===== src/rtl/dmem_arbiter.sv =====
// Two-port round-robin arbiter for the data memory with locked port-1 bursts,
// address range/alignment checking and registered read data with valid/error.
module dmem_arbiter #(
    parameter int MEM_AW    = 14,
    parameter int MAX_BURST = 8
) (
    input  logic              clk,
    input  logic              rst,
    input  logic              p0_req,
    input  logic              p0_we,
    input  logic [31:0]       p0_adr,
    input  logic [31:0]       p0_wd,
    output logic              p0_gnt,
    output logic              p0_rvalid,
    output logic [31:0]       p0_rd,
    output logic              p0_err,
    output logic              p0_stall,
    input  logic              p1_req,
    input  logic              p1_we,
    input  logic [31:0]       p1_adr,
    input  logic [31:0]       p1_wd,
    input  logic              p1_lock,
    output logic              p1_gnt,
    output logic              p1_rvalid,
    output logic [31:0]       p1_rd,
    output logic              p1_err,
    output logic [MEM_AW-1:0] mem_a,
    output logic              mem_we,
    output logic [31:0]       mem_wd,
    input  logic [31:0]       mem_rd
);

    localparam logic [0:0] ARB   = 1'b0;
    localparam logic [0:0] BURST = 1'b1;
    localparam logic [7:0] MAXB  = 8'(MAX_BURST);

    logic [0:0]  st;
    logic        last;
    logic [7:0]  bcnt;
    logic        hold;
    logic        eff_last;
    logic        bad;
    logic        win_we;
    logic [31:0] win_adr;

    always_comb begin
        hold     = (st == BURST) && p1_req && p1_lock && (bcnt < MAXB);
        // Inside a burst the round-robin pointer is treated as "port 1 was last".
        eff_last = (st == BURST) ? 1'b1 : last;
        p0_gnt   = 1'b0;
        p1_gnt   = 1'b0;
        if (!rst) begin
            if (hold) begin
                p1_gnt = 1'b1;
            end else if (p0_req && p1_req) begin
                p0_gnt = eff_last;
                p1_gnt = ~eff_last;
            end else begin
                p0_gnt = p0_req;
                p1_gnt = p1_req;
            end
        end
        p0_stall = p0_req & ~p0_gnt;
    end

    always_comb begin
        win_adr = p1_gnt ? p1_adr : p0_adr;
        win_we  = p1_gnt ? p1_we  : p0_we;
        mem_wd  = p1_gnt ? p1_wd  : p0_wd;
        mem_a   = win_adr[MEM_AW+1:2];
        bad     = (win_adr[1:0] != 2'b00) || (win_adr[31:MEM_AW+2] != '0);
        mem_we  = (p0_gnt | p1_gnt) & win_we & ~bad;
    end

    always_ff @(posedge clk) begin
        if (rst) begin
            st        <= ARB;
            last      <= 1'b1;
            bcnt      <= '0;
            p0_rvalid <= 1'b0;
            p0_err    <= 1'b0;
            p0_rd     <= '0;
            p1_rvalid <= 1'b0;
            p1_err    <= 1'b0;
            p1_rd     <= '0;
        end else begin
            if (p0_gnt) last <= 1'b0;
            if (p1_gnt) last <= 1'b1;

            // A locked grant that does not extend the current burst starts a new one.
            if (p1_gnt && p1_lock) begin
                st   <= BURST;
                bcnt <= hold ? bcnt + 8'd1 : 8'd1;
            end else begin
                st   <= ARB;
                bcnt <= '0;
            end

            p0_rvalid <= p0_gnt;
            p0_err    <= p0_gnt & bad;
            if (p0_gnt && bad)
                p0_rd <= '0;
            else if (p0_gnt && !p0_we)
                p0_rd <= mem_rd;

            p1_rvalid <= p1_gnt;
            p1_err    <= p1_gnt & bad;
            if (p1_gnt && bad)
                p1_rd <= '0;
            else if (p1_gnt && !p1_we)
                p1_rd <= mem_rd;
        end
    end

endmodule


===== config.mk =====
export PLATFORM = sky130hd
export DESIGN_NAME = dmem_arbiter
export DESIGN_NICKNAME = d
export VERILOG_FILES = /design/src/rtl/dmem_arbiter.sv
export SDC_FILE = /design/constraint.sdc
export NUM_CORES = 1
export LEC_CHECK = 0
export BUFFER_PORTS_ARGS = -buffer_cell sky130_fd_sc_hd__buf_2
export CORE_AREA = 2 2 109 111
export DETAILED_ROUTE_END_ITERATION = 8
export DIE_AREA = 0 0 111 113
export PLACE_DENSITY = 0.73
export RECOVER_POWER = 50
export SYNTH_ARGS = -nofsm -noshare
export SYNTH_HDL_FRONTEND = slang
export SYNTH_SLANG_ARGS = --single-unit

===== constraint.sdc =====
create_clock -name clk -period 5.1 [get_ports clk]
set_input_delay 0.51 -clock clk [delete_from_list [all_inputs] [get_ports clk]]
set_output_delay 0.51 -clock clk [all_outputs]
set_load 0.02 [all_outputs]

Yosys cells after proc, flatten, opt, wreduce, memory -nomap -nowiden:

Index checks and enable logic that the tools add are counted.

* logic and storage cells: 54
* flip-flop bits (word level): 78

* $add $sub $neg: 1
* reductions and logical operators: 19
* multiplexer cells: 12
* bitwise logic cells: 11
* magnitude comparators: 1

Operators with widths (number)
* $mux 32: 2
* $reduce_bool 16->1: 1
* $mux 1: 10
* $logic_and 1x1->1: 9
* $add 8x1->8 const B: 1
* $lt 8x4->1 const B: 1
* $reduce_or 2->1: 4
* $and 1x1->1: 5
* $not 1->1: 5
* $reduce_or 3->1: 1
* $logic_not 1->1: 2
* $reduce_bool 2->1: 1
* $logic_or 1x1->1: 1
* $or 1x1->1: 1

Longest topological paths before layout:

Gate-level depths: netlist (run 1).

* word-level depth: 10
* gate-level depth with buffers: 7
* gate-level depth less buffers: 4

Worst setup path after synthesis (run 1):

OpenSTA, ideal clock, no wires.

* path type: input to output
* start: input p1_adr[16]
* end: output mem_we
* data required time: 4590 ps
* setup slack: 2420 ps
* stages on the path: 6
* arrival time: 2170 ps
* path through: or4_1 nor3_1 nand4bb_1 buf_4 buf_6 o22ai_1

* word-level cells in the longest chain between the ends: 5

Ends and longest elaborated chain
* start, declared: line 20 `input logic [31:0] p1_adr,`
* $mux 32: line 67 `win_adr = p1_gnt ? p1_adr : p0_adr;`
* $reduce_bool 16->1: line 71 `bad = (win_adr[1:0] != 2'b00) || (win_adr[31:MEM_AW+2] != '0);`
* $logic_or 1x1->1: line 71
* $not 1->1: line 72 `mem_we = (p0_gnt | p1_gnt) & win_we & ~bad;`
* $and 1x1->1: line 72
* end, declared: line 28 `output logic mem_we,`

No other way between the ends.

Final worst setup path (run 1):

* start: register bcnt[7]
* end: output mem_wd[15]

* word-level cells in the longest chain between the ends: 5

Ends and longest elaborated chain
* start, declared: line 39 `logic [7:0] bcnt;`
* start signal, assigned: line 93 `bcnt <= hold ? bcnt + 8'd1 : 8'd1;`
* $lt 8x4->1: line 47 `hold = (st == BURST) && p1_req && p1_lock && (bcnt < MAXB);`
* $logic_and 1x1->1: line 47
* $mux 1: line 53 `if (hold) begin`
* $mux 1: line 52 `if (!rst) begin`
* $mux 32: line 69 `mem_wd = p1_gnt ? p1_wd : p0_wd;`
* end, declared: line 29 `output logic [31:0] mem_wd,`

No other way between the ends.

==> run_results.csv, run 1 <==
group,metric,value,unit
setup_path,path_cells,"nor4_4 > a22oi_1 > nor2_4 > mux2_2 > buf_2",
die,chipHeight,113,µm
synth,synth-edff-count,0,
setup_path,cp-end-kind,"primary output",
clocking,cts.repair.resized,0,
die,initial_utilization,0.3735,
routing,route.detailed.drc,0,
sta,final.min_clock_period,3.782,ns
setup_path,cp_data_required_time,4.59,ns
final_layout,stdcell_count,784,
routing,first_pass_iters,4,
routing,drtIter0Drc,182,
clocking,cts_setup_buffers,0,
final_layout,area.growth.synth_to_final,37.50,%
sta,report.final.setup_viol,0,
routing,routed_via_density,5.202,
final_layout,multiInputGateArea,0.002390,mm²
synth,distinct_cell_type_count_after_synthesis,38,
synth,ys_seq_area_frac,0.3709,
routing,drtAntennaViolNets,0,
routing,via_count,4078,
sta,fin_crit_sh,0.7416,
synth,post_synth_instance_area,0.004210,mm²
final_layout,fillers,1063,
grt,all_layer_gr_usage,0.2176,
sta,grt_setup_unrepaired,"false",
clocking,cts.reportedPaths.clkPinSlew,0.06,ns
grt,grt_pass1_vias,4094,
setup_path,slowest_stage,"nor2_4",
setup_path,worstPathMaxFanout,49,
setup_path,timing.critical_path.slowest_cell_delay,1.04,ns
die,rows,39,
synth,synth_top_cell_area_share,0.3709,
place,place_area,0.005707,mm²
final_layout,finalNetCount,805,
outcome,violations,"capacitance limit, slew limit",
pwr,vdd.ir_drop.worst,0.0001630,V
pwr,power_density,259.7,mW/mm²
grt,grt-ovfl-total,0,
grt,antenna_found_initial,1,
job,max_cap_viol_count,2,
pwr,swShare,0.2556,
clocking,h-tree-depth,3,
final_layout,final-seq-area,0.001562,mm²
sta,tightestPinTransition,1.993,ns
clocking,cts_inserted_buffers,9,
clocking,clockBufferDepth,2,
synth,ffs_latches_synth,78,
sta,max_slew_margin,-0.3285,
pwr,clock_power_share,0.398,
die,die_x,111,µm
min_path,hold_path_class,"in -> reg",
clocking,cts_num_sinks,78,
sta,timing.final.hold_violations,0,
pwr,p_switching,384.4,µW
synth,async_flop_share,0,
synth,synthTopCellsByArea,"dfxtp_1 37%, mux2_2 12%, o32ai_2 11%",
sta,setup_slack,1.318,ns
setup_path,worst_ep_arrival_time,3.27,ns
place,place.gp.congestion,0.9388,
place,buffers_added_on_ports,284,
final_layout,post-route-util,0.5136,
place,place_ws,1.655,ns
sta,clock-skew-final,0.005117,ns
pwr,static-leakage-power,2.241,nW
grt,grt_first_pass_wirelength,21640,µm
synth,syn_area_per_cell,11.29,µm²
die,ioPinCount,285,
sta,final_max_slew_viol_count,102,
setup_path,kind_of_critical_path,"reg -> out",
grt,maximum_number_of_pins_on_one_net_before_global_route_repair,90,
synth,synth.yosys.warnings,0,
outcome,outcome,"finished, violations left",
routing,route.detailed.wl_per_inst,18.37,µm
clocking,cts_hold_buffers,0,
setup_path,critical_path.startpoint_type,"flop",
clocking,clock_insertion_delay_worst_skew,0.33,ns
pwr,power.share.sequential,0.417,
pwr,p_int,1.119,mW
routing,routed_wl,14400,µm
final_layout,post_route_cells_drive_above_1_share,0.4859,
place,hpwl,10820,µm
synth,most_instantiated_library_cell_after_synthesis,"dfxtp_1",
sta,timing.setup.tns,0,ns
synth,post-synth-top-area-cell,"dfxtp_1",
clocking,clock_tree_from_tritoncts,"yes",
synth,synth-main-ff-cell,"dfxtp_1",
clocking,ctsRootBufferMaster,"clkbuf_16",
final_layout,layout.cell_area.non_filler,0.005789,mm²
die,die_area,0.01254,mm²
pwr,comb_pwr_share,0.185,
synth,number_of_instances_in_the_synthesized_netlist,373,
place,numPlacedInstances,769,
die,core_area,0.01127,mm²
synth,synth.cells.most_frequent,"78 x dfxtp_1, 65 x nand2b_1, 46 x mux2_2",
sta,fmax,264.4,MHz
## power by group through the flow
stage	sequential [mW]	clock [mW]	combinational, mW
after floorplan	0.649	0	0.152
after global placement	0.639	0	0.281
after detailed placement	0.639	0	0.285
after CTS	0.626	0.612	0.287
after global routing	0.627	0.635	0.300
final	0.626	0.598	0.279
## path summary, 6_finish.rpt
path,end,start,slack (ns),cells after the start
worst max register to register,p0_rd[10]$_SDFFE_PP0P_,st$_SDFF_PP0_,1.65,5
worst min-delay path,st$_SDFF_PP0_,p1_lock,0.45,2
worst max-delay path,mem_wd[15],bcnt[7]$_SDFF_PP0_,1.32,5
worst min register to register,p1_rd[7]$_SDFFE_PP0P_,p1_rd[7]$_SDFFE_PP0P_,0.49,2
## per-stage QoR
stage          hold slack (ns)  power (mW)
2_1_floorplan           0.4552      0.8012
3_3_place_gp            0.4757      0.9196
3_5_place_dp            0.4762      0.9246
4_1_cts                 0.4377       1.525
5_1_grt                 0.4545       1.561
6_report                0.4496       1.504
## layout make-up
cell class / instances / share of cell area
Tap cell: 143 / 0.03091
Inverter: 3 / 0.001945
Multi-Input combinational cell: 255 / 0.4128
Clock buffer: 12 / 0.04085
Antenna cell: 1 / 0.0004322
Sequential cell: 78 / 0.2697
Clock inverter: 2 / 0.006051
Timing Repair Buffer: 290 / 0.2373
## cell usage in the layout (no fill, tap or decap), types with 2 or more instances in the layout
master     netlist  routed
nand2b_1        65      65
a211oi_1         2       2
o32ai_2         28      17
and3_1           3       3
nand3_1          3       3
conb_1           1       4
mux2i_1         32      32
clkbuf_1        21      73
nor3_1           2       2
a311oi_2        11      10
or4_1            4       4
clkbuf_16        0       9
dfxtp_1         78      78
nor2_1           7       6
inv_1            3       3
o32ai_1          4      15
nor4_1           4       4
mux2_2          46      46
buf_4            6       4
a311oi_1        22      22
buf_2            9     215
nand2_1          2       2
## logic make-up after synthesis
family,synth area share
other,0.0008907
XOR/XNOR,0.004161
AND/OR/NAND/NOR,0.1435
multiplexers,0.1991
buffers and inverters,0.05349
adder cells (fa/ha/maj),0.002971
AO/OA/AOI/OAI,0.2250
flip-flops,0.3709
## worst max-delay path: cells and delay by family (launching register included)
| family | cells | cell delay [ns] |
|---|---|---|
| flip-flops | 1 | 0.32 |
| buffers and inverters | 1 | 0.16 |
| AO/OA/AOI/OAI | 1 | 0.40 |
| multiplexers | 1 | 0.44 |
| AND/OR/NAND/NOR | 2 | 1.58 |
## metal layers
layer  share of wire  track usage
met1            0.40       0.2512
met2            0.53       0.3959
met3           0.055      0.04713
met4           0.022      0.08167
met5               0            0
## registers in the layout, summed over array words and instances (netlist names)
signal and flops:
st 1, p0_rd 32, p1_rvalid 1, bcnt 8
p1_err 1, p1_rd 32, last 1, p0_rvalid 1
p0_err 1
Power figures use the tool's default switching activity.
==> run 2: changes to the inputs <==
ABC_AREA = 1   (was unset)
CORE_AREA = 2 2 112 114   (was 2 2 109 111)
DIE_AREA = 0 0 114 116   (was 0 0 111 113)
PLACE_DENSITY = unset   (was 0.73)
clock period = 3.6 ns   (was 5.1 ns; I/O delays follow)
==> run_results.csv, run 2 <==
group,metric,value,unit
synth,most_instantiated_library_cell_after_synthesis,"nand2_1",
clocking,clockBufferDepth,2,
routing,route.detailed.drc,0,
sta,grt_setup_unrepaired,"false",
pwr,power_density,417.7,mW/mm²
place,place.gp.congestion,0.8682,
final_layout,largest_registers,"p0_rd: 32 flops, p1_rd: 32 flops, bcnt: 8 flops",
final_layout,area.growth.synth_to_final,47.79,%
grt,maximum_number_of_pins_on_one_net_before_global_route_repair,66,
sta,final_max_slew_viol_count,0,
setup_path,slowest_stage,"clkbuf_1",
place,numPlacedInstances,1001,
setup_path,critPathMostFrequentCell,"nand2_1",
pwr,comb_pwr_share,0.184,
synth,ffs_latches_synth,78,
routing,drtIter0Drc,239,
job,max_cap_viol_count,0,
grt,antenna_found_initial,0,
die,die_area,0.01322,mm²
routing,via_count,4514,
die,initial_utilization,0.3114,
pwr,static-leakage-power,2.796,nW
sta,report.final.setup_viol,0,
die,die_x,114,µm
synth,synth-main-ff-cell,"dfxtp_1",
pwr,p_int,1.679,mW
sta,final.min_clock_period,2.767,ns
setup_path,worst_ep_arrival_time,2.98,ns
clocking,h-tree-depth,3,
routing,drtAntennaViolNets,0,
pwr,p_switching,611.2,µW
place,hpwl,11230,µm
final_layout,post_route_cells_drive_above_1_share,0.2796,
die,ioPinCount,285,
pwr,clock_power_share,0.425,
clocking,clock_insertion_delay_worst_skew,0.33,ns
synth,post_synth_instance_area,0.003710,mm²
synth,ys_seq_area_frac,0.4209,
outcome,outcome,"completed",
final_layout,final_cell_mix,"255 x nand2_1, 216 x buf_2, 78 x dfxtp_1, 69 x clkbuf_1, 60 x nor2_1",
setup_path,critical_path.startpoint_type,"flop",
die,core_area,0.01191,mm²
routing,routed_wl,14590,µm
pwr,power.share.sequential,0.392,
synth,synth.cells.most_frequent,"255 x nand2_1, 78 x dfxtp_1, 60 x nor2_1",
setup_path,timing.critical_path.slowest_cell_delay,0.62,ns
clocking,clock_tree_from_tritoncts,"yes",
sta,max_slew_margin,0.4626,
clocking,cts_inserted_buffers,9,
sta,tightestPinTransition,0.8052,ns
clocking,cts_num_sinks,78,
place,place_ws,1.232,ns
sta,timing.setup.tns,0,ns
sta,timing.final.hold_violations,0,
clocking,cts_setup_buffers,0,
clocking,cts.reportedPaths.clkPinSlew,0.06,ns
grt,grt-ovfl-total,0,
setup_path,path_cells,"inv_1 > nand2_1 > nor2_1 > nand2_1 > a21oi_1 > clkbuf_1 > nand2_1 > nand2_1 > buf_12 > a21oi_1",
clocking,ctsRootBufferMaster,"clkbuf_16",
routing,route.detailed.wl_per_inst,14.36,µm
final_layout,num_antenna_cells,0,
sta,fmax,361.4,MHz
sta,setup_slack,0.8328,ns
final_layout,final_common_cell,"nand2_1",
routing,routed_via_density,4.443,
sta,clock-skew-final,0.005195,ns
final_layout,fillers,1354,
synth,number_of_instances_in_the_synthesized_netlist,593,
synth,post-synth-top-area-cell,"dfxtp_1",
grt,grt_pass1_vias,4415,
routing,first_pass_iters,4,
pwr,swShare,0.2669,
synth,synth_top_cell_area_share,0.4209,
pwr,vdd.ir_drop.worst,0.0001900,V
synth,async_flop_share,0,
die,rows,40,
place,buffers_added_on_ports,284,
min_path,hold_path_class,"in -> reg",
synth,synth-edff-count,0,
synth,distinct_cell_type_count_after_synthesis,23,
die,chipHeight,116,µm
setup_path,cp-end-kind,"flop",
grt,all_layer_gr_usage,0.2173,
clocking,cts.repair.resized,0,
setup_path,worstPathMaxFanout,17,
setup_path,kind_of_critical_path,"reg -> reg",
synth,syn_area_per_cell,6.256,µm²
synth,synthTopCellsByArea,"dfxtp_1 42%, nand2_1 26%, nor2_1 6.1%",
synth,synth.yosys.warnings,0,
final_layout,stdcell_count,1016,
sta,fin_crit_sh,0.7687,
min_path,worstHoldPathCells,2,
setup_path,rr_worst_depth,10,
final_layout,finalNetCount,1033,
setup_path,cp_data_required_time,3.82,ns
clocking,cts_hold_buffers,0,
grt,grt_first_pass_wirelength,22270,µm
-- run 2: worst paths after layout --
kind | start | slack (ns) | to
setup reg to reg | bcnt[3]$_SDFF_PP0_ | 0.83 | p1_rd[19]$_SDFFE_PP0P_
setup / recovery | bcnt[3]$_SDFF_PP0_ | 0.83 | p1_rd[19]$_SDFFE_PP0P_
hold / removal | rst | 0.25 | p1_rvalid$_SDFF_PP0_
hold reg to reg | p1_rd[22]$_SDFFE_PP0P_ | 0.46 | p1_rd[22]$_SDFFE_PP0P_
-- run 2: cell families (layout without fill, tap and decap cells) --
group | after synthesis | count (layout) | synth area share
compound gates | 71 | 71 | 0.1008
xor+xnor | 2 | 2 | 0.004723
fa+ha+maj | 1 | 1 | 0.003372
buf+inv | 81 | 354 | 0.08701
flops | 78 | 78 | 0.4209
other cells | 1 | 4 | 0.001011
simple gates | 359 | 359 | 0.3821
-- run 2: final cells by class --
class                           instances  area (µm²)  area share
Sequential cell                        78        1562      0.2848
Inverter                               47       176.4     0.03218
Clock buffer                           11       252.7     0.04610
Clock inverter                          4       70.07     0.01278
Tap cell                              147       183.9     0.03355
Timing Repair Buffer                  292        1418      0.2586
Multi-Input combinational cell        437        1821      0.3320
-- run 2: critical path, delay by kind of cell (launching register included) --
kind	cells	cell delay, ns
compound gates	2	0.35
buf+inv	3	0.90
flops	1	0.31
simple gates	5	1.08
-- run 2: power by group through the flow --
stage,sequential (mW),combinational [mW],clock [mW]
final,0.897,0.421,0.972
after global routing,0.899,0.466,1.04
after CTS,0.896,0.433,0.997
after detailed placement,0.915,0.431,0
after global placement,0.915,0.432,0
after floorplan,0.938,0.201,0
-- run 2: metrics by stage --
step	instance area, µm²	util	hold WS, ns	total power [mW]
6_report	5483	0.4603	0.2469	2.290
5_1_grt	5483	0.4603	0.2394	2.402
4_1_cts	5588	0.4691	0.2682	2.327
3_5_place_dp	5265	0.4420	0.4497	1.346
3_3_place_gp	5265	0.4420	0.4485	1.347
2_1_floorplan	3721	-	0.4291	1.139
-- run 2: metal layers --
| metal | wire (µm) | track usage | vias up |
|---|---|---|---|
| li1 | - | - | 2368 |
| met1 | 5556 | 0.2407 | 1950 |
| met2 | 7672 | 0.4060 | 177 |
| met3 | 1103 | 0.06276 | 19 |
| met4 | 255 | 0.05935 | 0 |
| met5 | 0 | 0 | - |
